$ cat src/rtl/sevenseg_display_arbiter_if.sv
// Bundles the requester and display-pin signals of sevenseg_display_arbiter.
//  master : requester/board side (drives requests, values and blank; sees grants and pins)
//  slave  : arbiter side
interface sevenseg_display_arbiter_if;
  logic        req_score;
  logic [15:0] score_val;
  logic        req_key;
  logic [7:0]  key_val;
  logic        blank;
  logic        gnt_score;
  logic        gnt_key;
  logic [3:0]  an;
  logic [6:0]  seg;

  modport master (
    output req_score, score_val, req_key, key_val, blank,
    input  gnt_score, gnt_key, an, seg
  );

  modport slave (
    input  req_score, score_val, req_key, key_val, blank,
    output gnt_score, gnt_key, an, seg
  );
endinterface

$ cat src/rtl/sevenseg_display_arbiter.sv
// Shares a 4-digit seven-segment display between a score source (4 nibbles)
// and a keycode source (2 nibbles). Ownership changes only at frame ends and
// after a minimum hold, so digits never tear. Also drives the anode scan and
// the active-low segment font.
//  CLK, RST_N : clock, asynchronous active-low reset
//  bus.req_score/score_val, bus.req_key/key_val : requesters
//  bus.blank  : force display off and drop ownership
//  bus.gnt_score/gnt_key : current owner (registered)
//  bus.an/seg : anode enables and segments {g,f,e,d,c,b,a}, active low
module sevenseg_display_arbiter #(
  parameter int unsigned DIGIT_TIME  = 200000,
  parameter int unsigned HOLD_FRAMES = 64
) (
  input  logic                         CLK,
  input  logic                         RST_N,
  sevenseg_display_arbiter_if.slave    bus
);

  localparam int unsigned TICK_W  = (DIGIT_TIME > 1) ? $clog2(DIGIT_TIME) : 1;
  localparam int unsigned FRAME_W = (HOLD_FRAMES < 1) ? 1 : $clog2(HOLD_FRAMES + 1);
  localparam logic [TICK_W-1:0]  TICK_LAST = TICK_W'(DIGIT_TIME - 1);
  localparam logic [FRAME_W-1:0] HOLD      = FRAME_W'(HOLD_FRAMES);

  typedef enum logic [1:0] {ST_IDLE, ST_SCORE, ST_KEY} state_t;

  state_t               state_q, state_d;
  logic [TICK_W-1:0]    tick_q, tick_d;
  logic [1:0]           digit_q, digit_d;
  logic [FRAME_W-1:0]   frames_q, frames_d, frames_inc;
  logic [15:0]          value_q, value_d, own_val, other_val;
  logic                 show_q, show_d;
  logic [3:0]           an_q, an_d;
  logic [6:0]           seg_q, seg_d;
  logic                 gnt_score_q, gnt_key_q;
  logic                 terminal, frame_end, own_req, other_req, lit;
  logic [3:0]           nibble;

  // Hex font, active low {g,f,e,d,c,b,a}
  function automatic logic [6:0] font(input logic [3:0] n);
    case (n)
      4'h0: font = 7'b1000000;
      4'h1: font = 7'b1111001;
      4'h2: font = 7'b0100100;
      4'h3: font = 7'b0110000;
      4'h4: font = 7'b0011001;
      4'h5: font = 7'b0010010;
      4'h6: font = 7'b0000010;
      4'h7: font = 7'b1111000;
      4'h8: font = 7'b0000000;
      4'h9: font = 7'b0010000;
      4'hA: font = 7'b0001000;
      4'hB: font = 7'b0000011;
      4'hC: font = 7'b1000110;
      4'hD: font = 7'b0100001;
      4'hE: font = 7'b0000110;
      default: font = 7'b0001110;
    endcase
  endfunction

  // State and datapath registers
  always_ff @(posedge CLK or negedge RST_N) begin
    if (!RST_N) begin
      state_q     <= ST_IDLE;
      tick_q      <= '0;
      digit_q     <= '0;
      frames_q    <= '0;
      value_q     <= '0;
      show_q      <= 1'b0;
      an_q        <= 4'hF;
      seg_q       <= 7'h7F;
      gnt_score_q <= 1'b0;
      gnt_key_q   <= 1'b0;
    end else begin
      state_q     <= state_d;
      tick_q      <= tick_d;
      digit_q     <= digit_d;
      frames_q    <= frames_d;
      value_q     <= value_d;
      show_q      <= show_d;
      an_q        <= an_d;
      seg_q       <= seg_d;
      gnt_score_q <= (state_d == ST_SCORE);
      gnt_key_q   <= (state_d == ST_KEY);
    end
  end

  // Scan, arbitration and display decode
  always_comb begin
    state_d  = state_q;
    tick_d   = tick_q + TICK_W'(1);
    digit_d  = digit_q;
    frames_d = frames_q;
    value_d  = value_q;
    an_d     = 4'hF;
    seg_d    = 7'h7F;

    terminal   = (tick_q == TICK_LAST);
    frame_end  = terminal && (digit_q == 2'd3);
    frames_inc = (frames_q >= HOLD) ? HOLD : frames_q + FRAME_W'(1);
    own_req    = (state_q == ST_KEY) ? bus.req_key : bus.req_score;
    other_req  = (state_q == ST_KEY) ? bus.req_score : bus.req_key;
    own_val    = (state_q == ST_KEY) ? {8'h00, bus.key_val} : bus.score_val;
    other_val  = (state_q == ST_KEY) ? bus.score_val : {8'h00, bus.key_val};

    if (terminal) begin
      tick_d  = '0;
      digit_d = digit_q + 2'd1;
    end

    if (bus.blank) begin
      state_d  = ST_IDLE;
      frames_d = '0;
    end else begin
      case (state_q)
        ST_IDLE: begin
          frames_d = '0;
          if (bus.req_score) begin
            state_d = ST_SCORE;
            value_d = bus.score_val;
          end else if (bus.req_key) begin
            state_d = ST_KEY;
            value_d = {8'h00, bus.key_val};
          end
        end
        ST_SCORE, ST_KEY: begin
          // frames_inc counts the frame ending now; the hold is served once
          // HOLD_FRAMES frame ends have been seen.
          if (frame_end) begin
            frames_d = frames_inc;
            if (frames_inc == HOLD && other_req) begin
              state_d  = (state_q == ST_SCORE) ? ST_KEY : ST_SCORE;
              frames_d = '0;
              value_d  = other_val;
            end else if (frames_inc == HOLD && !own_req) begin
              state_d  = ST_IDLE;
              frames_d = '0;
            end else if (own_req) begin
              value_d  = own_val;
            end
          end
        end
        default: state_d = ST_IDLE;
      endcase
    end

    // A fresh owner lights up only from the next digit boundary
    show_d = (state_q == ST_IDLE) ? 1'b0 : (terminal ? 1'b1 : show_q);

    nibble = 4'(value_q >> {digit_q, 2'b00});
    lit    = (state_q != ST_IDLE) && show_q && !((state_q == ST_KEY) && digit_q[1]);
    if (lit) begin
      an_d  = ~(4'b0001 << digit_q);
      seg_d = font(nibble);
    end
  end

  assign bus.an        = an_q;
  assign bus.seg       = seg_q;
  assign bus.gnt_score = gnt_score_q;
  assign bus.gnt_key   = gnt_key_q;

endmodule

$ cat src/flat_wrapper.sv
// flat-port wrapper written by rule: the top's interface ports become plain ports
module sevenseg_display_arbiter_flat 
#(
  parameter int unsigned DIGIT_TIME  = 200000,
  parameter int unsigned HOLD_FRAMES = 64
)
  (CLK, RST_N, bus_req_score, bus_score_val, bus_req_key, bus_key_val, bus_blank, bus_gnt_score, bus_gnt_key, bus_an, bus_seg);
  sevenseg_display_arbiter_if bus_i ();
  input  logic CLK;
  input  logic RST_N;
  input wire logic [$bits(bus_i.req_score)-1:0] bus_req_score;
  input wire logic [$bits(bus_i.score_val)-1:0] bus_score_val;
  input wire logic [$bits(bus_i.req_key)-1:0] bus_req_key;
  input wire logic [$bits(bus_i.key_val)-1:0] bus_key_val;
  input wire logic [$bits(bus_i.blank)-1:0] bus_blank;
  output wire logic [$bits(bus_i.gnt_score)-1:0] bus_gnt_score;
  output wire logic [$bits(bus_i.gnt_key)-1:0] bus_gnt_key;
  output wire logic [$bits(bus_i.an)-1:0] bus_an;
  output wire logic [$bits(bus_i.seg)-1:0] bus_seg;
  assign bus_i.req_score = bus_req_score;
  assign bus_i.score_val = bus_score_val;
  assign bus_i.req_key = bus_req_key;
  assign bus_i.key_val = bus_key_val;
  assign bus_i.blank = bus_blank;
  assign bus_gnt_score = bus_i.gnt_score;
  assign bus_gnt_key = bus_i.gnt_key;
  assign bus_an = bus_i.an;
  assign bus_seg = bus_i.seg;
  sevenseg_display_arbiter #(.DIGIT_TIME(DIGIT_TIME), .HOLD_FRAMES(HOLD_FRAMES)) u_core (.CLK(CLK), .RST_N(RST_N), .bus(bus_i));
endmodule
$ cat config.mk
export PLATFORM = sky130hd
export DESIGN_NAME = sevenseg_display_arbiter_flat
export DESIGN_NICKNAME = d
export VERILOG_FILES = /design/src/rtl/sevenseg_display_arbiter_if.sv /design/src/rtl/sevenseg_display_arbiter.sv /design/src/flat_wrapper.sv
export SDC_FILE = /design/constraint.sdc
export NUM_CORES = 1
export LEC_CHECK = 0
export ABC_AREA = 1
export BUFFER_PORTS_ARGS = -buffer_cell sky130_fd_sc_hd__buf_4
export CAP_MARGIN = 10
export CORE_ASPECT_RATIO = 0.9
export CORE_MARGIN = 10
export CORE_UTILIZATION = 35
export DETAILED_ROUTE_END_ITERATION = 8
export GPL_TIMING_DRIVEN = 0
export PLACE_DENSITY = 0.56
export SLEW_MARGIN = 25
export SYNTH_ARGS = -nofsm -noshare
export SYNTH_HDL_FRONTEND = slang
export SYNTH_SLANG_ARGS = --single-unit
$ cat constraint.sdc
create_clock -name CLK -period 1.9 [get_ports CLK]
set_clock_uncertainty 0.2 [all_clocks]
set_input_delay 0.38 -clock CLK [delete_from_list [all_inputs] [get_ports CLK]]
set_output_delay 0.38 -clock CLK [all_outputs]
set_load 0.02 [all_outputs]
==> flow_metrics.env, run 1 <==
export IMPL_result_of_the_run="finished with violations"
export IMPL_violations="setup timing"
export IMPL_synthMuxAreaShare_pct=0
export IMPL_crit_path_buf_inv_count=2
export IMPL_r2r_start="u_core.state_q[0]"
export IMPL_die_y_um=118
export IMPL_detailedRoute_firstPassIterationCount=4
export IMPL_worstPathCellList="inv_1 > ha_1 > o21ai_1 > nand2_4 > buf_8 > nand2_1 > a21oi_1 > o21ai_1 > nand2_1"
export IMPL_global_routing_usage_summed_across_all_routing_layers_pct=12.7
export IMPL_detail_route_drc_violations=0
export IMPL_tritoncts_num_buffers=9
export IMPL_grt_start_max_net_pins=60
export IMPL_detail_route_antenna_nets=0
export IMPL_worst_slew_pin_transition_ns=0.749
export IMPL_worst_hold_path_num_cells=4
export IMPL_place_port_buffers=41
export IMPL_postSynthCellCount=516
export IMPL_final_fill_count=971
export IMPL_synth_ff_latch_count=59
export IMPL_syn_num_nets=562
export IMPL_ctsRootBufferMaster="sky130_fd_sc_hd__clkbuf_16"
export IMPL_placedInstanceArea_mm2=0.00424
export IMPL_final_cell_area_mm2=0.00526
export IMPL_synth_compound_area_share_pct=13.6
export IMPL_n_antenna_cell=0
export IMPL_cpLargestDelayFamily="compound AO/OA/AOI/OAI gates"
export IMPL_grt_setup_unrepaired="yes"
export IMPL_pre_cts_ws_ns=-0.495
export IMPL_place_hpwl_um=6640
export IMPL_crit_arrival_ns=2.23
export IMPL_synth_xor_area_share_pct=1.40
export IMPL_numClockSinks=59
export IMPL_synth_yosys_seq_area_share_pct=39.8
export IMPL_final_setup_tns_ns=-6.28
export IMPL_design_die_area_mm2=0.0153
export IMPL_vias_per_cell=4.96
export IMPL_internal_power_uw=3100
export IMPL_synth_lib_cells_used_distinct=45
export IMPL_layout_worst_path_cycle_share_pct=117
export IMPL_pwr_share_comb_pct=32.3
export IMPL_p_leak_uw=0.00258
export IMPL_sequentialPowerShare_pct=32.6
export IMPL_htreeDepth=3
export IMPL_yosys_warnings=0
export IMPL_max_slew_margin_rel_pct=50.0
export IMPL_endpoint_kind="flip-flop"
export IMPL_placedCellCount=686
export IMPL_cts_max_path_buffers=2
export IMPL_synth_simple_gate_area_share_pct=29.6
export IMPL_final_min_clock_period_ns=2.23
export IMPL_synth_avg_cell_area_um2=7.26
export IMPL_core_area_mm2=0.0103
export IMPL_finalSetupViolCount=32
export IMPL_global_route_overflow_total=0
export IMPL_worst_hold_startpoint="bus_blank"
export IMPL_worstSetupStartpoint="u_core.state_q[0]"
export IMPL_grt_pass1_wl_um=16400
export IMPL_route_detailed_wl_per_inst_um=13.7
export IMPL_layout_cells_most_common_list="sky130_fd_sc_hd__nand2_1 (127), sky130_fd_sc_hd__buf_4 (64), sky130_fd_sc_hd__inv_1 (54)"
export IMPL_synth_adder_area_share_pct=5.67
export IMPL_worst_endpoint_required_ns=1.91
export IMPL_layout_cells_most_common="sky130_fd_sc_hd__nand2_1"
export IMPL_hold_class="in -> reg"
export IMPL_p_sw_uw=1540
export IMPL_fp_dieW_um=129
export IMPL_path_depth=9
export IMPL_fp_row_count=35
export IMPL_setup_worst_path_class="reg -> reg"
export IMPL_finish_cell_count_without_fillers=734
export IMPL_top_level_ports=42
export IMPL_vdd_ir_max_mv=0.380
export IMPL_gp_congestion=0.846
export IMPL_min_setup_slack_post_route_ns=-0.329
export IMPL_rr_worst_depth=9
export IMPL_cpMaxStageDelayCell="sky130_fd_sc_hd__o21ai_1"
export IMPL_area_growth_pct=40.3
export IMPL_drt_iter0_drc=233
export IMPL_p_clk_share_pct=35.1
export IMPL_finalHoldViolCount=0
export IMPL_drv_cap=0
export IMPL_timing_fmax_mhz=449
export IMPL_clkSlewWorstSetupHoldPaths_ns=0.05
export IMPL_syn_cell_area_mm2=0.00375
export IMPL_worstSkewPairLatency_ns=0.33
export IMPL_grt_pass1_vias=3457
export IMPL_critical_path_max_fanout=5
export IMPL_final_nets=647
export IMPL_tritoncts="yes"
export IMPL_routed_wirelength_um=10100
export IMPL_power_density_mw_per_mm2=881
export IMPL_antenna_found_initial=0
export IMPL_drive_gt1_share_pct=34.4
export IMPL_switching_share_pct=33.2
export IMPL_slew_violations=0
export IMPL_start_util_pct=36.3
export IMPL_startpoint_type="flip-flop"
export IMPL_main_combinational_cell_family_by_area_after_synthesis="simple AND/OR/NAND/NOR gates"
export IMPL_via_count=3639
export IMPL_slowest_delay_ns=0.52
==> final cells by class <==
type | instances | area (um^2) | share of cell area, %
repair buffers | 74 | 603 | 11.5
flip-flops and latches | 59 | 1490 | 28.4
well taps | 129 | 161 | 3.07
clock inverters | 2 | 35.0 | 0.666
plain buffers | 13 | 115 | 2.19
inverters | 74 | 317 | 6.02
clock buffers | 13 | 260 | 4.95
multi-input cells | 370 | 2280 | 43.3
==> metrics by stage <==
step	hold slack, ns	utilization, %	power [uW]
floorplan	-0.116	-	2200
global route	0.174	50.9	4880
CTS	0.161	46.9	4300
global placement	0.263	41.0	2470
finish	0.162	50.9	4630
detailed placement	0.265	41.0	2490
==> synth_stat cells, drive strengths merged <==
cell type  number  area [um^2]
a32o            1         10.0
o21ai          52          264
o221a           1         11.3
dfrtp          48         1200
xnor2           1         8.76
nor4            1         6.26
clkinv          3         23.8
a21oi          24          124
o211a           1         10.0
nor3            7         40.0
o211ai          3         22.5
dfstp          11          289
a32oi           1         8.76
inv            71          272
buf             6         48.8
clkbuf          7         27.5
nand3          35          190
o311ai          1         8.76
and2            1         6.26
xor2            5         43.8
o21a            2         15.0
nor2           54          228
nand2         151          589
nand4           6         43.8
a22o            2         17.5
ha             17          213
a31oi           3         18.8
nand3b          1         7.51
==> worst register-to-register path: cells and delay by family, from the launching register on <==
family,cells,cell delay (ns)
simple gates,3,0.27
buf+inv,2,0.27
fa+ha+maj,1,0.25
flops,1,0.36
compound gates,3,0.77
==> metal layers <==
layer  share of wire, %  GRT usage [%]
met3                4.2           2.46
met1                 48           16.9
met4                2.1           5.54
met5                  0              0
met2                 46           19.6
==> power groups by stage <==
stage | Clock (uW) | Combinational [uW] | Sequential, uW
finish | 1630 | 1500 | 1510
global route | 1720 | 1630 | 1520
CTS | 1650 | 1150 | 1500
detailed placement | 0 | 964 | 1530
global placement | 0 | 944 | 1520
floorplan | 0 | 706 | 1500
==> flip-flops by register name (all words and copies together) (netlist names) <==
signal	count
u_core.value_q	16
u_core.digit_q	2
u_core.bus.an	4
u_core.tick_q	18
u_core.state_q	2
u_core.show_q	1
u_core.bus.gnt_score	1
u_core.bus.gnt_key	1
u_core.bus.seg	7
u_core.frames_q	7
==> final timing paths <==
kind	end	slack, ns
setup / recovery	u_core.value_q[3]	-0.33
hold / removal	u_core.frames_q[1]	0.16
setup reg to reg	u_core.value_q[3]	-0.33
hold reg to reg	u_core.value_q[1]	0.27
max in group asynchronous	u_core.digit_q[1]	0.48
min in group asynchronous	u_core.tick_q[12]	0.47
==> cell families (layout without fill, tap and decap cells) <==
family / count (synthesis) / count (layout)
buffers and inverters: 87 / 176
and+or+nand+nor: 256 / 256
xor gates and xnor gates: 6 / 6
AOI/OAI and AO/OA: 91 / 91
adders and majority gates: 17 / 17
DFF: 59 / 59
==> what timing repair did <==
action                                  CTS  global route
gates cloned                              0             2
hold buffers                              1             0
endpoints found under the setup margin   41            43
gates resized for setup                  45            91
buffers inserted                         21             9
pin swaps                                16            30
endpoints found under the hold margin    48             0
(Power assumes the default switching activity.)
==> inputs of run 2 (changes only) <==
==> constraint.sdc (replaced) <==
create_clock -name CLK -period 1.9 [get_ports CLK]
set_clock_uncertainty 0.2 [all_clocks]
set_input_delay 0.19 -clock CLK [delete_from_list [all_inputs] [get_ports CLK]]
set_output_delay 0.19 -clock CLK [all_outputs]
set_load 0.02 [all_outputs]
==> flow_metrics.env, run 2 (synthesized netlist as in run 1, its figures left out) <==
export IMPL_layout_cells_most_common_list="sky130_fd_sc_hd__nand2_1 (127), sky130_fd_sc_hd__buf_4 (64), sky130_fd_sc_hd__inv_1 (55)"
export IMPL_holdWs_ns=0.00253
export IMPL_r2r_end="u_core.value_q[3]"
export IMPL_worstSetupStartpoint="u_core.state_q[0]"
export IMPL_timing_fmax_mhz=450
export IMPL_detail_route_antenna_nets=0
export IMPL_pwr_share_comb_pct=31.8
export IMPL_vias_per_cell=4.96
export IMPL_routed_wirelength_um=10000
export IMPL_path_depth=9
export IMPL_start_util_pct=36.3
export IMPL_numClockSinks=59
export IMPL_p_sw_uw=1520
export IMPL_power_density_mw_per_mm2=869
export IMPL_tritoncts="yes"
export IMPL_postLayoutCoreUtil_pct=51.2
export IMPL_sequentialPowerShare_pct=32.8
export IMPL_top_level_ports=42
export IMPL_reg2reg_setup_slack_ns=-0.32
export IMPL_place_hpwl_um=6640
export IMPL_grt_pass1_vias=3477
export IMPL_route_detailed_wl_per_inst_um=13.6
export IMPL_worst_hold_path_endpoint="u_core.value_q[12]"
export IMPL_worst_slew_pin_transition_ns=0.752
export IMPL_design_die_area_mm2=0.0153
export IMPL_antenna_found_initial=0
export IMPL_gp_congestion=0.846
export IMPL_clkSlewWorstSetupHoldPaths_ns=0.05
export IMPL_drt_iter0_drc=238
export IMPL_final_min_clock_period_ns=2.22
export IMPL_placedCellCount=686
export IMPL_fp_dieW_um=129
export IMPL_grt_pass1_wl_um=16500
export IMPL_slowest_delay_ns=0.52
export IMPL_pre_cts_ws_ns=-0.495
export IMPL_critical_path_max_fanout=5
export IMPL_finalHoldViolCount=0
export IMPL_internal_power_uw=3080
export IMPL_finish_cell_count_without_fillers=740
export IMPL_largest_register_ff_count=18
export IMPL_drv_cap=0
export IMPL_max_slew_margin_rel_pct=49.9
export IMPL_endpoint_kind="flip-flop"
export IMPL_grt_start_max_net_pins=60
export IMPL_crit_arrival_ns=2.23
export IMPL_final_nets=653
export IMPL_vdd_ir_max_mv=0.381
export IMPL_worst_endpoint_required_ns=1.91
export IMPL_global_route_overflow_total=0
export IMPL_startpoint_type="flip-flop"
export IMPL_regMostFlops="u_core.tick_q"
export IMPL_cpLargestDelayFamily="compound AO/OA/AOI/OAI gates"
export IMPL_min_setup_slack_post_route_ns=-0.323
export IMPL_tritoncts_num_buffers=9
export IMPL_result_of_the_run="finished with violations"
export IMPL_cts_max_path_buffers=2
export IMPL_crit_path_buf_inv_count=2
export IMPL_place_port_buffers=41
export IMPL_drive_gt1_share_pct=33.1
export IMPL_finalSetupViolCount=30
export IMPL_area_growth_pct=41.2
export IMPL_htreeDepth=3
export IMPL_n_antenna_cell=0
export IMPL_slew_violations=0
export IMPL_layout_cells_most_common="sky130_fd_sc_hd__nand2_1"
export IMPL_die_y_um=118
export IMPL_worst_hold_startpoint="bus_score_val[12]"
export IMPL_switching_share_pct=33.0
export IMPL_global_routing_usage_summed_across_all_routing_layers_pct=12.8
export IMPL_ctsRootBufferMaster="sky130_fd_sc_hd__clkbuf_16"
export IMPL_detailedRoute_firstPassIterationCount=4
export IMPL_detail_route_drc_violations=0
export IMPL_grt_setup_unrepaired="yes"
export IMPL_worstSkewPairLatency_ns=0.33
export IMPL_fp_row_count=35
export IMPL_via_count=3672
export IMPL_setup_worst_path_class="reg -> reg"
export IMPL_p_clk_share_pct=35.4
export IMPL_hold_class="in -> reg"
export IMPL_reg_top3="u_core.tick_q (18), u_core.value_q (16)"
export IMPL_r2r_start="u_core.state_q[0]"
export IMPL_violations="setup timing"
export IMPL_p_leak_uw=0.00260
export IMPL_cpMaxStageDelayCell="sky130_fd_sc_hd__o21ai_1"
export IMPL_worstPathCellList="inv_1 > ha_1 > o21ai_1 > nand2_4 > buf_8 > nand2_1 > a21oi_1 > o21ai_1 > nand2_1"
export IMPL_worst_hold_path_num_cells=5
export IMPL_layout_worst_path_cycle_share_pct=117
export IMPL_core_area_mm2=0.0103
export IMPL_rr_worst_depth=9
[run 2: changes by cell type in the layout (fill, tap and decap cells not counted), sizes merged]
cell / delta
dlygate4sd3: +7
buf: -1
[run 2: what timing repair did]
item,in CTS,in global routing
setup endpoints to repair,41,43
gates cloned,0,2
endpoints found under the hold margin,62,0
resized for setup,45,85
buffers inserted,21,8
pin swaps,16,30
hold buffers,8,0
[run 2: worst reg2reg max path: cells and delay by family (launching register included)]
kind                     cells  cell delay, ns
flip-flops                   1            0.36
buffers and inverters        2            0.27
adder cells (fa/ha/maj)      1            0.25
AND/OR/NAND/NOR              3            0.27
AO/OA/AOI/OAI                3            0.75
[run 2: area by class of cell]
class                      count  area (um^2)
clock inverter                 2         35.0
multi-input combinational    370         2250
sequential                    59         1490
fill                         964         5040
inverter                      74          319
clock buffer                  13          260
tap                          129          161
buffer                        13          115
timing repair buffer          80          662
[run 2: worst max path at each step]
stage                                    end  slack, ns
after floorplan            u_core.value_q[0]      -0.07
after global placement     u_core.value_q[7]      -0.50
after detailed placement   u_core.value_q[7]      -0.50
after CTS                  u_core.value_q[2]      -0.27
after global routing      u_core.value_q[10]      -0.45
final                      u_core.value_q[3]      -0.32
[run 2: power by group through the flow]
| stage | Sequential [uW] | Clock, uW | Combinational (uW) |
|---|---|---|---|
| 2_1_floorplan | 1500 | 0 | 706 |
| 3_3_place_gp | 1520 | 0 | 944 |
| 3_5_place_dp | 1530 | 0 | 964 |
| 4_1_cts | 1500 | 1650 | 1160 |
| 5_1_grt | 1520 | 1720 | 1610 |
| 6_report | 1510 | 1630 | 1460 |
[run 2: metal layers]
metal | up-vias | wire [um] | GRT usage (%)
met5 | - | 0 | 0
met4 | 0 | 224 | 5.54
met3 | 20 | 479 | 2.46
met2 | 91 | 4600 | 19.7
met1 | 1723 | 4720 | 17.1
li1 | 1838 | - | -
[run 2: stage by stage]
| stage | area [um^2] | setup TNS (ns) | total power [uW] |
|---|---|---|---|
| 2_1_floorplan | 3770 | -0.967 | 2200 |
| 3_3_place_gp | 4240 | -13.34 | 2470 |
| 3_5_place_dp | 4240 | -13.82 | 2490 |
| 4_1_cts | 4910 | -4.71 | 4320 |
| 5_1_grt | 5290 | -10.27 | 4850 |
| 6_report | 5290 | -6.24 | 4600 |
